`src/rtl/wrr_arbiter_if.sv`:
```
// Purpose : handshake/grant bundle between the requesters, the weighted round-robin arbiter and the shared resource.
// Latency : no logic; wires only.
// Backpres: ready_i from the resource stalls the current grant; the signal names take the arbiter's point of view.
// Ports   : req_i/weight_i/ready_i flow into the arbiter; gnt_o/gnt_idx_o/gnt_valid_o/credit_o flow out of it.
interface wrr_arbiter_if #(
   parameter int NUM_PORTS = 4,
   parameter int WEIGHT_W  = 4,
   parameter int IDX_W     = $clog2(NUM_PORTS)
);
   logic [NUM_PORTS-1:0]          req_i;        // per-port request, level-sensitive
   logic [NUM_PORTS*WEIGHT_W-1:0] weight_i;     // port p weight at [p*WEIGHT_W +: WEIGHT_W]
   logic                          ready_i;      // resource accepts the current grant
   logic [NUM_PORTS-1:0]          gnt_o;        // one-hot grant, or zero
   logic [IDX_W-1:0]              gnt_idx_o;    // binary index of the granted port
   logic                          gnt_valid_o;  // a grant is on the bus
   logic [WEIGHT_W-1:0]           credit_o;     // transfers left in the burst, including the current one

   // Arbiter side.
   modport master (
      input  req_i, weight_i, ready_i,
      output gnt_o, gnt_idx_o, gnt_valid_o, credit_o
   );

   // Requester / resource side.
   modport slave (
      output req_i, weight_i, ready_i,
      input  gnt_o, gnt_idx_o, gnt_valid_o, credit_o
   );
endinterface

```
`src/rtl/wrr_arbiter.sv`:
```
// Purpose : weighted round-robin arbiter; each port keeps the grant for up to max(weight,1) accepted transfers.
// Latency : one cycle from req_i to gnt_o; back-to-back grants (no idle bubble) on burst end or handover.
// Backpres: while ready_i is low the grant and credit are held indefinitely, unless the granted port withdraws.
// Ports   : clk, reset (async, active-high) and bus (wrr_arbiter_if.master) carrying requests, weights,
//           ready, and the registered grant/index/valid/credit outputs.
module wrr_arbiter #(
   parameter int NUM_PORTS = 4,
   parameter int WEIGHT_W  = 4,
   parameter int IDX_W     = $clog2(NUM_PORTS)
) (
   input  logic          clk,
   input  logic          reset,
   wrr_arbiter_if.master bus
);

   typedef enum logic {
      ST_IDLE  = 1'b0,
      ST_GRANT = 1'b1
   } state_t;

   state_t               state_q, state_d;
   logic [IDX_W-1:0]     cur_q, cur_d;        // granted port (0 when idle)
   logic [IDX_W-1:0]     ptr_q, ptr_d;        // rotation pointer: where the next idle search starts
   logic [WEIGHT_W-1:0]  credit_q, credit_d;  // transfers remaining in the burst
   logic [NUM_PORTS-1:0] gnt_q, gnt_d;        // one-hot grant kept in a flop so gnt_o is glitch-free

   // Unpacked view of the weight bus.
   logic [WEIGHT_W-1:0]  weight_a [NUM_PORTS];

   for (genvar p = 0; p < NUM_PORTS; p++) begin : g_weight
      assign weight_a[p] = bus.weight_i[p*WEIGHT_W +: WEIGHT_W];
   end

   // Port following the current one, with wrap for any NUM_PORTS.
   logic [IDX_W-1:0] cur_inc;
   assign cur_inc = (cur_q == IDX_W'(NUM_PORTS - 1)) ? '0 : cur_q + IDX_W'(1);

   // From idle the search starts at ptr; when a burst ends or is abandoned the pointer moves to
   // cur+1 in the same cycle, so the search already starts there. Because the search wraps all the
   // way round, a lone requester that is the current port wins again.
   logic [IDX_W-1:0] search_start;
   assign search_start = (state_q == ST_GRANT) ? cur_inc : ptr_q;

   // ------------------------------------------------------------------
   // Rotating priority search: first requesting port at or after search_start.
   // ------------------------------------------------------------------
   logic             win_vld;
   logic [IDX_W-1:0] win_idx;
   logic [IDX_W:0]   srch_sum;   // one extra bit so start+offset cannot overflow before the wrap
   logic [IDX_W-1:0] srch_cand;

   always_comb begin
      win_vld   = 1'b0;
      win_idx   = '0;
      srch_sum  = '0;
      srch_cand = '0;
      for (int i = 0; i < NUM_PORTS; i++) begin
         srch_sum = {1'b0, search_start} + (IDX_W + 1)'(i);
         if (srch_sum >= (IDX_W + 1)'(NUM_PORTS)) begin
            srch_sum = srch_sum - (IDX_W + 1)'(NUM_PORTS);
         end
         srch_cand = srch_sum[IDX_W-1:0];
         if (!win_vld && bus.req_i[srch_cand]) begin
            win_vld = 1'b1;
            win_idx = srch_cand;
         end
      end
   end

   // Weight is sampled only here, at credit-load time; zero weight still earns one transfer.
   logic [WEIGHT_W-1:0] win_credit;
   assign win_credit = (weight_a[win_idx] == '0) ? WEIGHT_W'(1) : weight_a[win_idx];

   // ------------------------------------------------------------------
   // State register
   // ------------------------------------------------------------------
   always_ff @(posedge clk or posedge reset) begin
      if (reset) begin
         state_q  <= ST_IDLE;
         cur_q    <= '0;
         ptr_q    <= '0;
         credit_q <= '0;
         gnt_q    <= '0;
      end else begin
         state_q  <= state_d;
         cur_q    <= cur_d;
         ptr_q    <= ptr_d;
         credit_q <= credit_d;
         gnt_q    <= gnt_d;
      end
   end

   // ------------------------------------------------------------------
   // Next-state logic
   // ------------------------------------------------------------------
   logic cur_req;      // granted port is still asking
   logic rearb;        // take the search result (or fall back to idle)

   assign cur_req = bus.req_i[cur_q];

   always_comb begin
      state_d  = state_q;
      cur_d    = cur_q;
      ptr_d    = ptr_q;
      credit_d = credit_q;
      gnt_d    = gnt_q;
      rearb    = 1'b0;

      case (state_q)
         ST_IDLE: begin
            rearb = 1'b1;
         end
         ST_GRANT: begin
            // In GRANT the valid output is high, so ready_i alone marks an accepted transfer.
            if (bus.ready_i && cur_req && (credit_q > WEIGHT_W'(1))) begin
               credit_d = credit_q - WEIGHT_W'(1);
            end else if (bus.ready_i || !cur_req) begin
               // Burst exhausted, or the port withdrew while stalled (no credit consumed).
               ptr_d = cur_inc;
               rearb = 1'b1;
            end
            // Otherwise stalled with the request still up: hold everything.
         end
         default: begin
            state_d = ST_IDLE;
         end
      endcase

      if (rearb) begin
         if (win_vld) begin
            state_d        = ST_GRANT;
            cur_d          = win_idx;
            credit_d       = win_credit;
            gnt_d          = '0;
            gnt_d[win_idx] = 1'b1;
         end else begin
            // Idle outputs read zero, not stale values.
            state_d  = ST_IDLE;
            cur_d    = '0;
            credit_d = '0;
            gnt_d    = '0;
         end
      end
   end

   // ------------------------------------------------------------------
   // Outputs: flop values only, no path from req_i or ready_i.
   // ------------------------------------------------------------------
   always_comb begin
      bus.gnt_o       = gnt_q;
      bus.gnt_idx_o   = cur_q;
      bus.gnt_valid_o = (state_q == ST_GRANT);
      bus.credit_o    = credit_q;
   end

   // Structural invariants of the registered state.
   a_grant_onehot : assert property (@(posedge clk) disable iff (reset)
      (state_q == ST_GRANT) |-> ($onehot(gnt_q) && (credit_q != '0) && gnt_q[cur_q]));

   a_idle_zero : assert property (@(posedge clk) disable iff (reset)
      (state_q == ST_IDLE) |-> ((gnt_q == '0) && (cur_q == '0) && (credit_q == '0)));

endmodule

```
`src/flat_wrapper.sv`:
```
// flat-port wrapper written by rule: the top's interface ports become plain ports
module wrr_arbiter_flat 
#(
   parameter int NUM_PORTS = 4,
   parameter int WEIGHT_W  = 4,
   parameter int IDX_W     = $clog2(NUM_PORTS)
)
  (clk, reset, bus_req_i, bus_weight_i, bus_ready_i, bus_gnt_o, bus_gnt_idx_o, bus_gnt_valid_o, bus_credit_o);
  wrr_arbiter_if #(.NUM_PORTS(NUM_PORTS), .WEIGHT_W(WEIGHT_W), .IDX_W(IDX_W)) bus_i ();
  input  logic clk;
  input  logic reset;
  input wire logic [$bits(bus_i.req_i)-1:0] bus_req_i;
  input wire logic [$bits(bus_i.weight_i)-1:0] bus_weight_i;
  input wire logic [$bits(bus_i.ready_i)-1:0] bus_ready_i;
  output wire logic [$bits(bus_i.gnt_o)-1:0] bus_gnt_o;
  output wire logic [$bits(bus_i.gnt_idx_o)-1:0] bus_gnt_idx_o;
  output wire logic [$bits(bus_i.gnt_valid_o)-1:0] bus_gnt_valid_o;
  output wire logic [$bits(bus_i.credit_o)-1:0] bus_credit_o;
  assign bus_i.req_i = bus_req_i;
  assign bus_i.weight_i = bus_weight_i;
  assign bus_i.ready_i = bus_ready_i;
  assign bus_gnt_o = bus_i.gnt_o;
  assign bus_gnt_idx_o = bus_i.gnt_idx_o;
  assign bus_gnt_valid_o = bus_i.gnt_valid_o;
  assign bus_credit_o = bus_i.credit_o;
  wrr_arbiter #(.NUM_PORTS(NUM_PORTS), .WEIGHT_W(WEIGHT_W), .IDX_W(IDX_W)) u_core (.clk(clk), .reset(reset), .bus(bus_i));
endmodule
```
`config.mk`:
```
export PLATFORM = sky130hd
export DESIGN_NAME = wrr_arbiter_flat
export DESIGN_NICKNAME = d
export VERILOG_FILES = /design/src/rtl/wrr_arbiter_if.sv /design/src/rtl/wrr_arbiter.sv /design/src/flat_wrapper.sv
export SDC_FILE = /design/constraint.sdc
export NUM_CORES = 1
export LEC_CHECK = 0
export ABC_AREA = 0
export CAP_MARGIN = 10
export CORE_ASPECT_RATIO = 0.7
export CORE_MARGIN = 3
export CORE_UTILIZATION = 45
export CTS_BUF_LIST = sky130_fd_sc_hd__clkbuf_8
export CTS_CLUSTER_SIZE = 30
export DETAILED_ROUTE_END_ITERATION = 7
export PLACE_DENSITY_LB_ADDON = 0.25
export SYNTH_ARGS = -nofsm -noshare
export SYNTH_HDL_FRONTEND = slang
export SYNTH_SLANG_ARGS = --single-unit
```
`constraint.sdc`:
```
create_clock -name clk -period 2.8 [get_ports clk]
set_input_delay 0.84 -clock clk [delete_from_list [all_inputs] [get_ports clk]]
set_output_delay 0.84 -clock clk [all_outputs]
set_load 0.01 [all_outputs]
```
==> flow_summary.ini, run 1 <==
[die]
initial_core_util = 0.494
placeableCoreArea_um2 = 1920
floorplan.die_area_um2 = 2700
row_count = 13
die_height_um = 44.4
die_x_um = 60.9
io_pins = 34

[sta]
layout_skew_ns = 0.00458
unrepaired_setup_endpoints_after_global_routing = no
maxSlewHeadroom = 0.661
hold_violations = 0
final_critical_path_time_including_i_o_delays_and_setup_ns = 2.65
slew_viol_final = 0
final.period_utilization = 0.945
maximum_clock_frequency_mhz = 378
post-route-worst-setup-slack_ns = 0.154
hold_slack_ns = 0.488
final_setup_violation_count = 0
tightestPinTransition_ns = 0.508

[place]
dpl-instance-area_um2 = 1300
portBuffers = 33
preCtsSetupSlack_ns = -0.0140
placer_congestion = 0.793
hpwlAfterDp_mm = 1.89

[route]
postRouteAntennaNets = 0
routed_wl_mm = 2.45
vias = 890
detail_route.vias_per_cell = 5.56
drt_first_iter_violations = 54
drcViolationCount = 0
drt-pass1-iter-count = 4
detail_route.wl_per_cell_um = 15.3

[clocking]
clkLatencyLatePin_ns = 0.25
ctsHoldBuffers = 0
cts-root-buf = sky130_fd_sc_hd__clkbuf_8
clk_pin_slew_worst_paths_ns = 0.06
tritoncts = built
numCtsBuffers = 3
cts_sinks = 13
clock_tree.htree_level_count = 1
cts_max_path_buffers = 2
cts.repair.resized = 0
cts_setup_buffers = 0

[synthesis]
synth.cell_area_um2 = 948
fraction_of_post_synthesis_cell_area_in_the_top_cell_type_by_area = 0.343
dominantRegCellSynth = sky130_fd_sc_hd__dfrtp_1
syn-num-nets = 128
syn-instance-count = 102
synth.ff_latch_count = 13
synthDominantAreaCellType = sky130_fd_sc_hd__dfrtp_1
synthDistinctLibCells = 33
synth_enable_flop_cells = 0
cells_taking_the_most_area_after_synthesis = sky130_fd_sc_hd__dfrtp_1, sky130_fd_sc_hd__mux2i_1, sky130_fd_sc_hd__nand2_1
synth_seq_area_share = 0.343
synthArstFlopShare = 1.00
avgSynthCellArea_um2 = 9.30
ys_warn_count = 0

[global_routing]
grt_overflow = 0
grt_max_degree = 14
groute.usage.overall = 0.198
number_of_global_route_vias_before_repair = 850
grt_antenna_before_repair = 0
grt_pass1_wl_mm = 3.93

[power]
power_density_nw_per_um2 = 1070
leakage_uw = 0.000631
ir_drop_mv = 0.609

[cells_and_area]
antenna-diode-count = 0
finish.net_count = 165
nFillCells = 163
final_cell_area_excluding_filler_cells_um2 = 1340
post_route_utilization = 0.700
area_growth_pct = 41.7
post_route_cells_drive_above_1_share = 0.159

[worst_setup_path]
crit-reg2reg-capture = u_core.bus.credit_o[0]
worst_ep_arrival_time_ns = 2.78
cp-start-kind = primary input
critical_path.reg2reg.startpoint = u_core.bus.gnt_idx_o[1]
timing.reg2reg.worst_path_depth = 9
critical_path_sink_type = register
reg2reg_slack_ns = 0.23
worstPathMaxFanout = 10
criticalPathCategory = in2reg
critical_path_required_ns = 2.93

[worst_hold_path]
hp-class = reg2reg
hold_path.startpoint = u_core.ptr_q[0]
whs_endpoint = u_core.ptr_q[0]
worstHoldPathCells = 2

[run_status]
run_status = finished, final reports clean

[job]
cap_violations = 0
metrics by stage:
stage | TNS, ns | std cells | power [uW]
2_1_floorplan | 0 | 102 | 960
3_3_place_gp | 0 | 156 | 1230
3_5_place_dp | -0.0140 | 156 | 1250
4_1_cts | 0 | 160 | 1440
5_1_grt | 0 | 160 | 1550
6_report | 0 | 160 | 1440
layout make-up:
class	instances	area (um2)	area share
flip-flops and latches	13	325	0.242
repair buffers	37	360	0.268
well taps	22	27.5	0.0205
clock buffers	3	41.3	0.0307
inverters	5	18.8	0.0140
clock inverters	1	3.75	0.00279
multi-input cells	79	567	0.422
worst max path at each step:
| stage | depth (start not counted) | to | from | slack, ns |
|---|---|---|---|---|
| after global placement | 8 | u_core.bus.credit_o[0] | bus_req_i[3] | 0.02 |
| after detailed placement | 9 | u_core.bus.credit_o[0] | bus_req_i[2] | -0.01 |
| after CTS | 9 | u_core.bus.credit_o[0] | bus_req_i[2] | 0.18 |
| final | 9 | u_core.bus.credit_o[0] | bus_req_i[2] | 0.15 |
| after global routing | 9 | u_core.bus.credit_o[0] | bus_req_i[2] | 0.04 |
| after floorplan | 9 | u_core.bus.credit_o[0] | u_core.bus.gnt_idx_o[0] | 0.36 |
worst max-delay path, stage by stage:
cell and delay [ns]:
sky130_fd_sc_hd__clkdlybuf4s50_1 0.48, sky130_fd_sc_hd__nor2b_1 0.16, sky130_fd_sc_hd__mux2i_1 0.16, sky130_fd_sc_hd__nand4_1 0.12, sky130_fd_sc_hd__buf_4 0.20, sky130_fd_sc_hd__mux2i_1 0.13, sky130_fd_sc_hd__mux2i_1 0.27, sky130_fd_sc_hd__o31ai_1 0.14
sky130_fd_sc_hd__a211o_1 0.29
layout by cell type (no fill, tap or decap), drive strengths merged, types with 4 or more instances in the layout:
| cell | synthesis | final |
|---|---|---|
| buf | 3 | 4 |
| clkdlybuf4s50 | 0 | 33 |
| dfrtp | 13 | 13 |
| inv | 5 | 6 |
| mux2i | 13 | 13 |
| nand2 | 17 | 17 |
| nor2 | 6 | 6 |
| o21ai | 5 | 5 |
kinds of logic after synthesis:
family	share of synthesized area
muxes	0.197
adders and majority gates	0.0396
buffers and inverters	0.0594
AOI/OAI and AO/OA	0.125
and+or+nand+nor	0.236
DFF	0.343
where the power goes:
part           total (uW)  internal [uW]  switching, uW
clock network         166           96.9           69.5
registers             351            274           77.3
logic                 920            474            445
routing by layer:
| layer | routed length, um | GRT usage | vias to the layer above |
|---|---|---|---|
| li1 | - | - | 437 |
| met1 | 1160 | 0.267 | 419 |
| met2 | 1160 | 0.320 | 30 |
| met3 | 107 | 0.0525 | 4 |
| met4 | 23 | 0.0433 | 0 |
| met5 | 0 | 0 | - |
cell usage after synthesis (3+ instances only):
cell and count:
sky130_fd_sc_hd__inv_1 5, sky130_fd_sc_hd__o21ai_0 5, sky130_fd_sc_hd__nand4_1 3, sky130_fd_sc_hd__ha_1 3, sky130_fd_sc_hd__o31ai_1 3, sky130_fd_sc_hd__nor2_1 6
sky130_fd_sc_hd__mux2_2 3, sky130_fd_sc_hd__nand2_1 17, sky130_fd_sc_hd__dfrtp_1 13, sky130_fd_sc_hd__mux2i_1 13
state kept, by name, indices dropped and copies added, names as in the netlist:
register	count
u_core.bus.gnt_valid_o	1
u_core.ptr_q	2
u_core.bus.gnt_o	4
u_core.bus.credit_o	4
u_core.bus.gnt_idx_o	2
Power figures use the tool's default switching activity.
==> run 2: changes to the inputs <==
CELL_PAD_IN_SITES_DETAIL_PLACEMENT = 0   (was unset)
CELL_PAD_IN_SITES_GLOBAL_PLACEMENT = 1   (was unset)
CORE_UTILIZATION = 34   (was 45)
==> flow_summary.ini, run 2 (synthesized netlist as in run 1, its figures left out) <==
[run_status]
run_status = finished, final reports clean

[cells_and_area]
commonest_cells_after_routing_fill_and_taps_aside = sky130_fd_sc_hd__clkdlybuf4s50_1, sky130_fd_sc_hd__nand2_1, sky130_fd_sc_hd__mux2i_1, sky130_fd_sc_hd__dfrtp_1
post_layout_nonfiller_instances = 172
finish.net_count = 165
post_route_cells_drive_above_1_share = 0.159
mostFrequentLayoutCell = sky130_fd_sc_hd__clkdlybuf4s50_1
antenna-diode-count = 0
area_growth_pct = 43.3
final_cell_area_excluding_filler_cells_um2 = 1360
post_route_utilization = 0.532
nFillCells = 244

[clocking]
ctsHoldBuffers = 0
clkLatencyLatePin_ns = 0.24
cts-root-buf = sky130_fd_sc_hd__clkbuf_8
clk_pin_slew_worst_paths_ns = 0.06
cts.repair.resized = 0
tritoncts = built
clock_tree.htree_level_count = 1
cts_max_path_buffers = 2
cts_sinks = 13
cts_setup_buffers = 0
numCtsBuffers = 3

[worst_setup_path]
cp-start-kind = primary input
worst_ep_arrival_time_ns = 2.67
critical_path_sink_type = register
criticalPathCategory = in2reg
critical_path_required_ns = 2.93
worstPathMaxFanout = 10

[route]
drt_first_iter_violations = 57
drt-pass1-iter-count = 4
drcViolationCount = 0
detail_route.vias_per_cell = 4.97
postRouteAntennaNets = 0
detail_route.wl_per_cell_um = 13.4
routed_wl_mm = 2.30
vias = 854

[sta]
maxSlewHeadroom = 0.653
final.period_utilization = 0.908
maximum_clock_frequency_mhz = 393
slew_viol_final = 0
final_setup_violation_count = 0
unrepaired_setup_endpoints_after_global_routing = no
final_critical_path_time_including_i_o_delays_and_setup_ns = 2.54
hold_slack_ns = 0.478
hold_violations = 0
layout_skew_ns = 0.00735
tightestPinTransition_ns = 0.521
post-route-worst-setup-slack_ns = 0.259

[die]
placeableCoreArea_um2 = 2550
io_pins = 34
row_count = 15
initial_core_util = 0.372
floorplan.die_area_um2 = 3470
die_height_um = 50.2
die_x_um = 69.1

[power]
leakage_uw = 0.000631
power_density_nw_per_um2 = 1040
ir_drop_mv = 0.474

[global_routing]
grt_overflow = 0
groute.usage.overall = 0.136
grt_pass1_wl_mm = 3.75
grt_antenna_before_repair = 0
grt_max_degree = 14
number_of_global_route_vias_before_repair = 775

[job]
cap_violations = 0

[place]
preCtsSetupSlack_ns = -0.00401
placed_cells_incl_taps = 168
placer_congestion = 0.861
hpwlAfterDp_mm = 1.88
dpl-instance-area_um2 = 1310
portBuffers = 33

[worst_hold_path]
hp-class = reg2reg
## run 2: area by class of cell
class | instances | area [um2] | area share
Sequential cell | 13 | 325 | 0.239
Timing Repair Buffer | 37 | 360 | 0.265
Clock buffer | 3 | 41.3 | 0.0304
Inverter | 5 | 18.8 | 0.0138
Tap cell | 34 | 42.5 | 0.0313
Multi-Input combinational cell | 79 | 567 | 0.417
Clock inverter | 1 | 3.75 | 0.00276
## run 2: power by group
| part | switching (uW) | total, uW | internal [uW] |
|---|---|---|---|
| Sequential | 70.6 | 344 | 274 |
| Clock | 66.3 | 163 | 96.6 |
| Combinational | 429 | 903 | 474 |
## run 2: worst paths after layout
check                           slack [ns]               startpoint                 endpoint  cells after the start
min in group asynchronous             0.93                    reset   u_core.bus.credit_o[0]                      2
worst min register to register        0.48      u_core.bus.gnt_o[1]      u_core.bus.gnt_o[1]                      2
worst min-delay path                  0.48      u_core.bus.gnt_o[1]      u_core.bus.gnt_o[1]                      2
max in group asynchronous             1.52                    reset  u_core.bus.gnt_idx_o[1]                      2
worst max-delay path                  0.26             bus_req_i[2]   u_core.bus.credit_o[0]                      9
worst max register to register        0.35  u_core.bus.gnt_idx_o[1]   u_core.bus.credit_o[0]                      9
## run 2: layer usage
metal | up-vias | track usage | routed length (um)
met5 | - | 0 | 0
met4 | 0 | 0.0325 | 13
met3 | 2 | 0.0520 | 171
met2 | 22 | 0.187 | 993
met1 | 391 | 0.198 | 1120
li1 | 439 | - | -
## run 2: critical path, cell delays in order
cell and delay (ns):
sky130_fd_sc_hd__clkdlybuf4s50_1 0.49, sky130_fd_sc_hd__nor2b_1 0.17, sky130_fd_sc_hd__mux2i_1 0.14, sky130_fd_sc_hd__nand4_1 0.11, sky130_fd_sc_hd__buf_4 0.20, sky130_fd_sc_hd__mux2i_1 0.13
sky130_fd_sc_hd__mux2i_1 0.20, sky130_fd_sc_hd__o31ai_1 0.10, sky130_fd_sc_hd__a211o_1 0.29
## run 2: per-stage QoR
step	total power, uW	TNS (ns)
floorplan	960	0
global placement	1250	0
detailed placement	1250	-0.00401
CTS	1430	0
global route	1530	0
finish	1410	0
